==> src/rtl/fetch_stage.sv <==
// Instruction-fetch stage: one imem request per PC, IF/ID register,
// decode back-pressure, flush/redirect and a fetch-timeout watchdog.
module fetch_stage #(
  parameter logic [31:0] NOP_INSTR      = 32'h0000_0000,
  parameter int unsigned TIMEOUT_CYCLES = 255,
  parameter int unsigned COUNT_WIDTH    = 32
) (
  input  logic                   clk,
  input  logic                   reset,
  input  logic [31:0]            pcAddress,
  output logic                   pcEnable,
  output logic                   imemReq,
  output logic [31:0]            imemAddr,
  input  logic                   imemValid,
  input  logic [31:0]            imemData,
  input  logic                   decodeStall,
  input  logic                   flush,
  output logic                   ifidValid,
  output logic [31:0]            ifidInstruction,
  output logic [31:0]            ifidPcPlus4,
  output logic                   fetchError,
  output logic [COUNT_WIDTH-1:0] fetchCount
);

  localparam int unsigned TW = $clog2(TIMEOUT_CYCLES + 1);
  localparam logic [TW-1:0] T_MAX = TW'(TIMEOUT_CYCLES);

  typedef enum logic [1:0] {
    S_FETCH,
    S_HOLD,
    S_DROP
  } state_e;

  state_e                 state_q, state_d;
  logic                   ifid_valid_q, ifid_valid_d;
  logic [31:0]            ifid_instr_q, ifid_instr_d;
  logic [31:0]            ifid_pc4_q, ifid_pc4_d;
  logic [31:0]            hold_instr_q, hold_instr_d;
  logic [31:0]            hold_pc4_q, hold_pc4_d;
  logic                   err_q, err_d;
  logic [COUNT_WIDTH-1:0] count_q, count_d;
  logic [TW-1:0]          tmo_q, tmo_d;

  logic        accept;
  logic        pc_en;
  logic [31:0] pc_plus4;

  always_comb begin
    accept       = !decodeStall || !ifid_valid_q;
    pc_plus4     = pcAddress + 32'd4;
    pc_en        = 1'b0;
    state_d      = state_q;
    ifid_valid_d = ifid_valid_q && decodeStall;
    ifid_instr_d = ifid_valid_d ? ifid_instr_q : NOP_INSTR;
    ifid_pc4_d   = ifid_pc4_q;
    hold_instr_d = hold_instr_q;
    hold_pc4_d   = hold_pc4_q;
    count_d      = count_q;
    if (flush) begin
      pc_en        = 1'b1;
      ifid_valid_d = 1'b0;
      ifid_instr_d = NOP_INSTR;
      case (state_q)
        S_FETCH: if (!imemValid) state_d = S_DROP;
        S_HOLD:  state_d = S_FETCH;
        default: state_d = state_q;
      endcase
    end else begin
      case (state_q)
        S_FETCH: begin
          if (imemValid) begin
            if (accept) begin
              pc_en        = 1'b1;
              ifid_valid_d = 1'b1;
              ifid_instr_d = imemData;
              ifid_pc4_d   = pc_plus4;
              count_d      = count_q + COUNT_WIDTH'(1);
            end else begin
              hold_instr_d = imemData;
              hold_pc4_d   = pc_plus4;
              state_d      = S_HOLD;
            end
          end
        end
        S_HOLD: begin
          if (accept) begin
            pc_en        = 1'b1;
            ifid_valid_d = 1'b1;
            ifid_instr_d = hold_instr_q;
            ifid_pc4_d   = hold_pc4_q;
            count_d      = count_q + COUNT_WIDTH'(1);
            state_d      = S_FETCH;
          end
        end
        S_DROP: if (imemValid) state_d = S_FETCH;
        default: state_d = S_FETCH;
      endcase
    end
    // Watchdog only runs while waiting on memory in an unchanged state
    tmo_d = '0;
    err_d = err_q;
    if (state_d == state_q && state_q != S_HOLD && !imemValid) begin
      tmo_d = (tmo_q == T_MAX) ? tmo_q : tmo_q + TW'(1);
      if (tmo_d == T_MAX) err_d = 1'b1;
    end
  end

  always_ff @(posedge clk or negedge reset) begin
    if (!reset) begin
      state_q      <= S_FETCH;
      ifid_valid_q <= 1'b0;
      ifid_instr_q <= NOP_INSTR;
      ifid_pc4_q   <= '0;
      hold_instr_q <= '0;
      hold_pc4_q   <= '0;
      err_q        <= 1'b0;
      count_q      <= '0;
      tmo_q        <= '0;
    end else begin
      state_q      <= state_d;
      ifid_valid_q <= ifid_valid_d;
      ifid_instr_q <= ifid_instr_d;
      ifid_pc4_q   <= ifid_pc4_d;
      hold_instr_q <= hold_instr_d;
      hold_pc4_q   <= hold_pc4_d;
      err_q        <= err_d;
      count_q      <= count_d;
      tmo_q        <= tmo_d;
    end
  end

  assign imemReq         = reset && (state_q == S_FETCH);
  assign pcEnable        = reset && pc_en;
  assign imemAddr        = imemReq ? pcAddress : 32'h0;
  assign ifidValid       = ifid_valid_q;
  assign ifidInstruction = ifid_instr_q;
  assign ifidPcPlus4     = ifid_pc4_q;
  assign fetchError      = err_q;
  assign fetchCount      = count_q;

endmodule
==> config.mk <==
export PLATFORM = sky130hd
export DESIGN_NAME = fetch_stage
export DESIGN_NICKNAME = d
export VERILOG_FILES = /design/src/rtl/fetch_stage.sv
export SDC_FILE = /design/constraint.sdc
export NUM_CORES = 1
export LEC_CHECK = 0
export CAP_MARGIN = 25
export CORE_ASPECT_RATIO = 0.8
export CORE_UTILIZATION = 30
export CTS_CLUSTER_DIAMETER = 50
export DETAILED_ROUTE_END_ITERATION = 12
export GPL_TIMING_DRIVEN = 0
export PLACE_DENSITY = 0.59
export RECOVER_POWER = 25
export SYNTH_ARGS = -nofsm -noshare
export SYNTH_HDL_FRONTEND = slang
export SYNTH_SLANG_ARGS = --single-unit
==> constraint.sdc <==
create_clock -name clk -period 2 [get_ports clk]
set_input_delay 0.6 -clock clk [delete_from_list [all_inputs] [get_ports clk]]
set_output_delay 0.6 -clock clk [all_outputs]
set_load 0.05 [all_outputs]
**Word level (Yosys, flattened, before mapping)**

Index checks and enable logic that the tools add are counted.

- Flip-flop bits (word level): 172
- Input bits: 69
- Word-level logic and storage cells: 70

- Add/subtract/negate cells: 3
- Equality and inequality tests: 9
- Mux-type cells: 32
- Bitwise operators: 2
- Reduce and logical (&&, ||, !) cells: 15

Operators with widths:

| cell | number |
|---|---|
| 2-to-1 mux 32 bit | 11 |
| one-hot mux 32 bit (2 select lines) | 3 |
| adder 32 x 1 -> 32 bit, second input constant | 1 |
| adder 32 x 3 -> 32 bit, second input constant | 1 |
| == test 8 bit, second input constant | 2 |
| 2-to-1 mux 8 bit | 2 |
| 2-to-1 mux 2 bit | 6 |
| adder 8 x 1 -> 8 bit, second input constant | 1 |
| 2-to-1 mux 1 bit | 6 |
| inequality test 2 bit, second input constant | 3 |
| one-hot mux 2 bit (3 select lines) | 1 |
| logical AND 1 bit | 5 |
| AND reduction 5 bit | 1 |
| one-hot mux 1 bit (2 select lines) | 2 |
| one-hot mux 2 bit (2 select lines) | 1 |
| AND reduction 4 bit | 1 |
| zero test 1 bit | 3 |
| AND reduction 3 bit | 1 |
| == test 2 x 1 -> 1 bit, second input constant | 1 |
| == test 2 bit | 1 |
| == test 2 bit, second input constant | 1 |
| zero test 2 bit | 1 |
| inequality test 2 x 1 -> 1 bit, second input constant | 1 |
| inverter 1 bit | 2 |
| other kinds (3) | 3 |

**Longest topological paths before layout**

- Depth after elaboration: 10
- Depth in mapped cells: 7
- Mapped depth without buffers: 6

**Worst setup path before layout**

OpenSTA, ideal clock, no wires.

- Kind: register to output
- From: register state_q[0]
- To: output port imemAddr[22]
- Arrival: 2,105 ps
- Required time: 1,400 ps
- Slack: -705 ps
- Cell stages (with the launch flop): 5
- Buffers on the path: 2
- Cells stage by stage: dfrtp_1 -> clkbuf_1 -> nor3b_1 -> clkbuf_1 -> and2_1

- Word-level cells in the longest chain between the ends: 3

Ends and longest elaborated chain:

| what | line | RTL |
|---|---|---|
| start: declaration | 34 | `state_e state_q, state_d;` |
| start signal: assignment | 120 | `state_q <= state_d;` |
| zero test 2 bit | 132 | `assign imemReq = reset && (state_q == S_FETCH);` |
| logical AND 1 bit | 132 |  |
| via imemReq | 12 | `output logic imemReq,` |
| 2-to-1 mux 32 bit | 134 | `assign imemAddr = imemReq ? pcAddress : 32'h0;` |
| end: declaration | 13 | `output logic [31:0] imemAddr,` |

The timed path passes the listed nets, and every way through them passes these cells.

**Final worst setup path**

- From: register state_q[1]
- To: output port imemAddr[4]

- Word-level cells in the longest chain between the ends: 3

Ends and longest elaborated chain:

| what | line |
|---|---|
| zero test 2 bit | 132 |
| logical AND 1 bit | 132 |
| 2-to-1 mux 32 bit | 134 |

Every way passes these cells.

==> results.md <==
* Worst Path Max Fanout at 7
* Clock Path Buffers at 2
* Pwr dens at 866 nW/um^2
* Hold buffer count at cts at 0
* Tcrit/Tclk final at 121%
* HP Class: in -> async
* Type of origin of the critical path: flip-flop
* Reg power frac at 40.8%
* Setup slack at placement at -1.93 ns
* Worst skew pair latency at 0.43 ns
* Residual DRC at 0
* RSZ-0062 raised after global routing: true
* Die Footprint at 28300 um^2
* Nets in the synthesized netlist at 924
* Final GP Congestion at 0.863
* Vias in the first global route at 7246
* Final wirelength at 26.8 mm
* Crit path DAT at 1.82 ns
* Initial Util at 30.5%
* Placed cell area at 11000 um^2
* Critical Path Sink Type: output pin
* Clk sinks at 172
* Num ports at 201
* Row count at 54
* Setup CP Type: reg -> out
* Routed via count at 7541
* Sw frac at 32.8%
* Design Area, Final at 12400 um^2
* Remaining Overflow, GRT at 0
* Htree depth at 4
* Syn avg cell area at 9.73 um^2
* Total Nets Final at 1188
* Combinational fraction of design power at 26.5%
* Yosys Warn Count at 0
* WL/cell at 18.0 um
* Max_slew headroom at 13.2%
* ANT nets after route at 0
* Core Region at 27200 um^2
* TritonCTS clock tree: done
* Mapped cell area at 8290 um^2
* Final min period at 2.42 ns
* Setup violators final at 35
* Pins Over Slew Limit at 0
* Top post-synthesis cells by area: dfrtp_1 (52%), mux2_2 (4.9%), nor3_1 (3.9%), nand2_1 (3.7%), nor2_1 (3.5%)
* Leakage at 5.73 nW
* Max cap viols at 0
* Multi-input gate area at 4140 um^2
* Clk slew on worst S/H paths at 0.06 ns
* Total Routing Usage GR at 19.0%
* Asr flop ratio synth at 100%
* Predominant post-synthesis flop cell: dfrtp_1
* Most numerous cell in the Yosys netlist: dfrtp_1
* Number of buffers added on ports at 198
* Worst slew pin tran at 1.30 ns
* Synth Register Bits at 172
* Post-Synthesis Cells at 852
* Die Wd at 188 um
* Setup Skew at 0.00698 ns
* Final hold vios at 0
* Worst Path Required at 1.40 ns
* First-pass GRT wire length at 41.5 mm
* Yosys top cell area share at 51.9%
* Psw at 3.51 mW
* Post-synthesis sequential area ratio at 51.9%
* Die H at 151 um
* Antenna violations before repair at 1
* Synth cell count leaders: dfrtp_1 (172), nand2_1 (81), nor2_1 (77)
* DR pass1 iterations at 4
* Pin count of the biggest net entering global routing at 91
* # fillers at 2584
* Failing checks: negative setup slack
* Unique cell type count in the Yosys netlist at 48
* Via density at 5.06
* Setup WS post-layout at -0.417 ns
* Int Pwr at 7.20 mW
* Maximum vdd drop at 0.000583 V
* Clock power share at 32.7%
* Num CTS Buffers at 17
* Register area at 4320 um^2
* Status: finished, violations left
* Highest clock rate at 414 MHz
* Post-synth EDFFs at 0
* DP HPWL at 18.0 mm
* Final Core Density at 45.4%
* Synth area leader: dfrtp_1
* CTS root buf: clkbuf_16
* Layout cells sized above 1 at 27.5%
* Drt initial violations at 412
* Layout area overhead at 49.2%
-- state kept, by name (all words and copies together), names as in the netlist --
| register | count |
|---|---|
| ifidPcPlus4 | 32 |
| tmo_q | 8 |
| hold_pc4_q | 32 |
| fetchCount | 32 |
| ifidValid | 1 |
| state_q | 2 |
| fetchError | 1 |
| ifidInstruction | 32 |
| hold_instr_q | 32 |
-- cell type report --
type,count,share of cell area [%]
flip-flops and latches,172,34.9
multi-input cells,610,33.4
repair buffers,247,19.6
clock buffers,21,3.72
well taps,364,3.68
plain buffers,50,2.97
clock inverters,8,1.15
inverters,18,0.546
diodes,1,0.0202
-- what timing repair did --
item / in CTS / in global routing
cloned: 4 / 1
gates resized for setup: 514 / 114
setup buffers: 21 / 24
pin swaps: 11 / 22
setup endpoints to repair: 285 / 150
-- metal layers --
layer / vias to the layer above / wire (um) / track usage, %
li1: 3568 / - / -
met1: 3715 / 13000 / 27.1
met2: 227 / 11900 / 28.6
met3: 31 / 1490 / 4.15
met4: 0 / 461 / 6.06
met5: - / 0 / 0
-- cells by family after synthesis --
logic type                 count (synthesis)  share of synthesized area, %
and+or+nand+nor                          360                          21.5
DFF                                      172                          51.9
AOI/OAI and AO/OA                        153                          11.8
buffers and inverters                     71                          3.29
xor gates and xnor gates                  51                          5.39
muxes                                     42                          5.61
adders and majority gates                  3                         0.453
-- power by group through the flow --
stage	sequential, mW	clock, mW	combinational (mW)
3_5_place_dp	4.44	0	2.79
3_3_place_gp	4.42	0	2.76
4_1_cts	4.37	3.56	2.80
6_report	4.37	3.50	2.84
5_1_grt	4.43	3.70	3.03
2_1_floorplan	5.16	0	0.948
-- worst max-delay path: stages (launching register included) --
cell and delay, ns:
dfrtp_1 0.40, buf_8 0.14, nor3b_4 0.22, buf_12 0.18, clkbuf_16 0.15, and2_4 0.14
buf_8 0.14
-- cells in the final DEF, fill, tap and decap left out, drive strengths merged, types with 4 or more instances in the layout --
cell type,n
dlygate4sd2,79
or2,4
nor3,65
a21oi,30
o41ai,4
o31ai,5
o21ai,51
xnor2,27
buf,103
clkdlybuf4s15,24
bufinv,4
o31a,7
nor2,77
and2,37
nor3b,4
nand4,16
clkbuf,74
and3,13
and4,4
a31oi,11
nand3,32
inv,18
nor4,15
nand2,81
xor2,24
clkdlybuf4s50,37
mux2,36
mux2i,6
nand2b,5
dfrtp,172
a221oi,27
a21o,6
-- per-stage QoR --
stage	cells	power (mW)	TNS (ns)	hold WS [ns]
after global routing	1491	11.2	-15.37	0.00591
after detailed placement	1415	7.23	-204.16	0.462
after global placement	1414	7.18	-1685.60	0.456
final	1491	10.7	-13.34	0.00707
after floorplan	852	6.11	-1.14	0.304
after CTS	1468	10.7	-14.66	0.00852
-- worst paths after layout --
| check | startpoint | to | slack, ns | cells after the start |
|---|---|---|---|---|
| max reg2reg | state_q[0] | ifidInstruction[7] | 0.04 | 7 |
| max | state_q[1] | imemAddr[4] | -0.42 | 6 |
| min reg2reg | fetchCount[31] | fetchCount[31] | 0.47 | 1 |
| max in group asynchronous | reset | fetchCount[1] | 0.40 | 2 |
| min | reset | fetchCount[6] | 0.007 | 1 |
| min in group clk | pcAddress[2] | hold_pc4_q[2] | 0.40 | 2 |
Note: power is estimated with default switching activity, not from simulation.
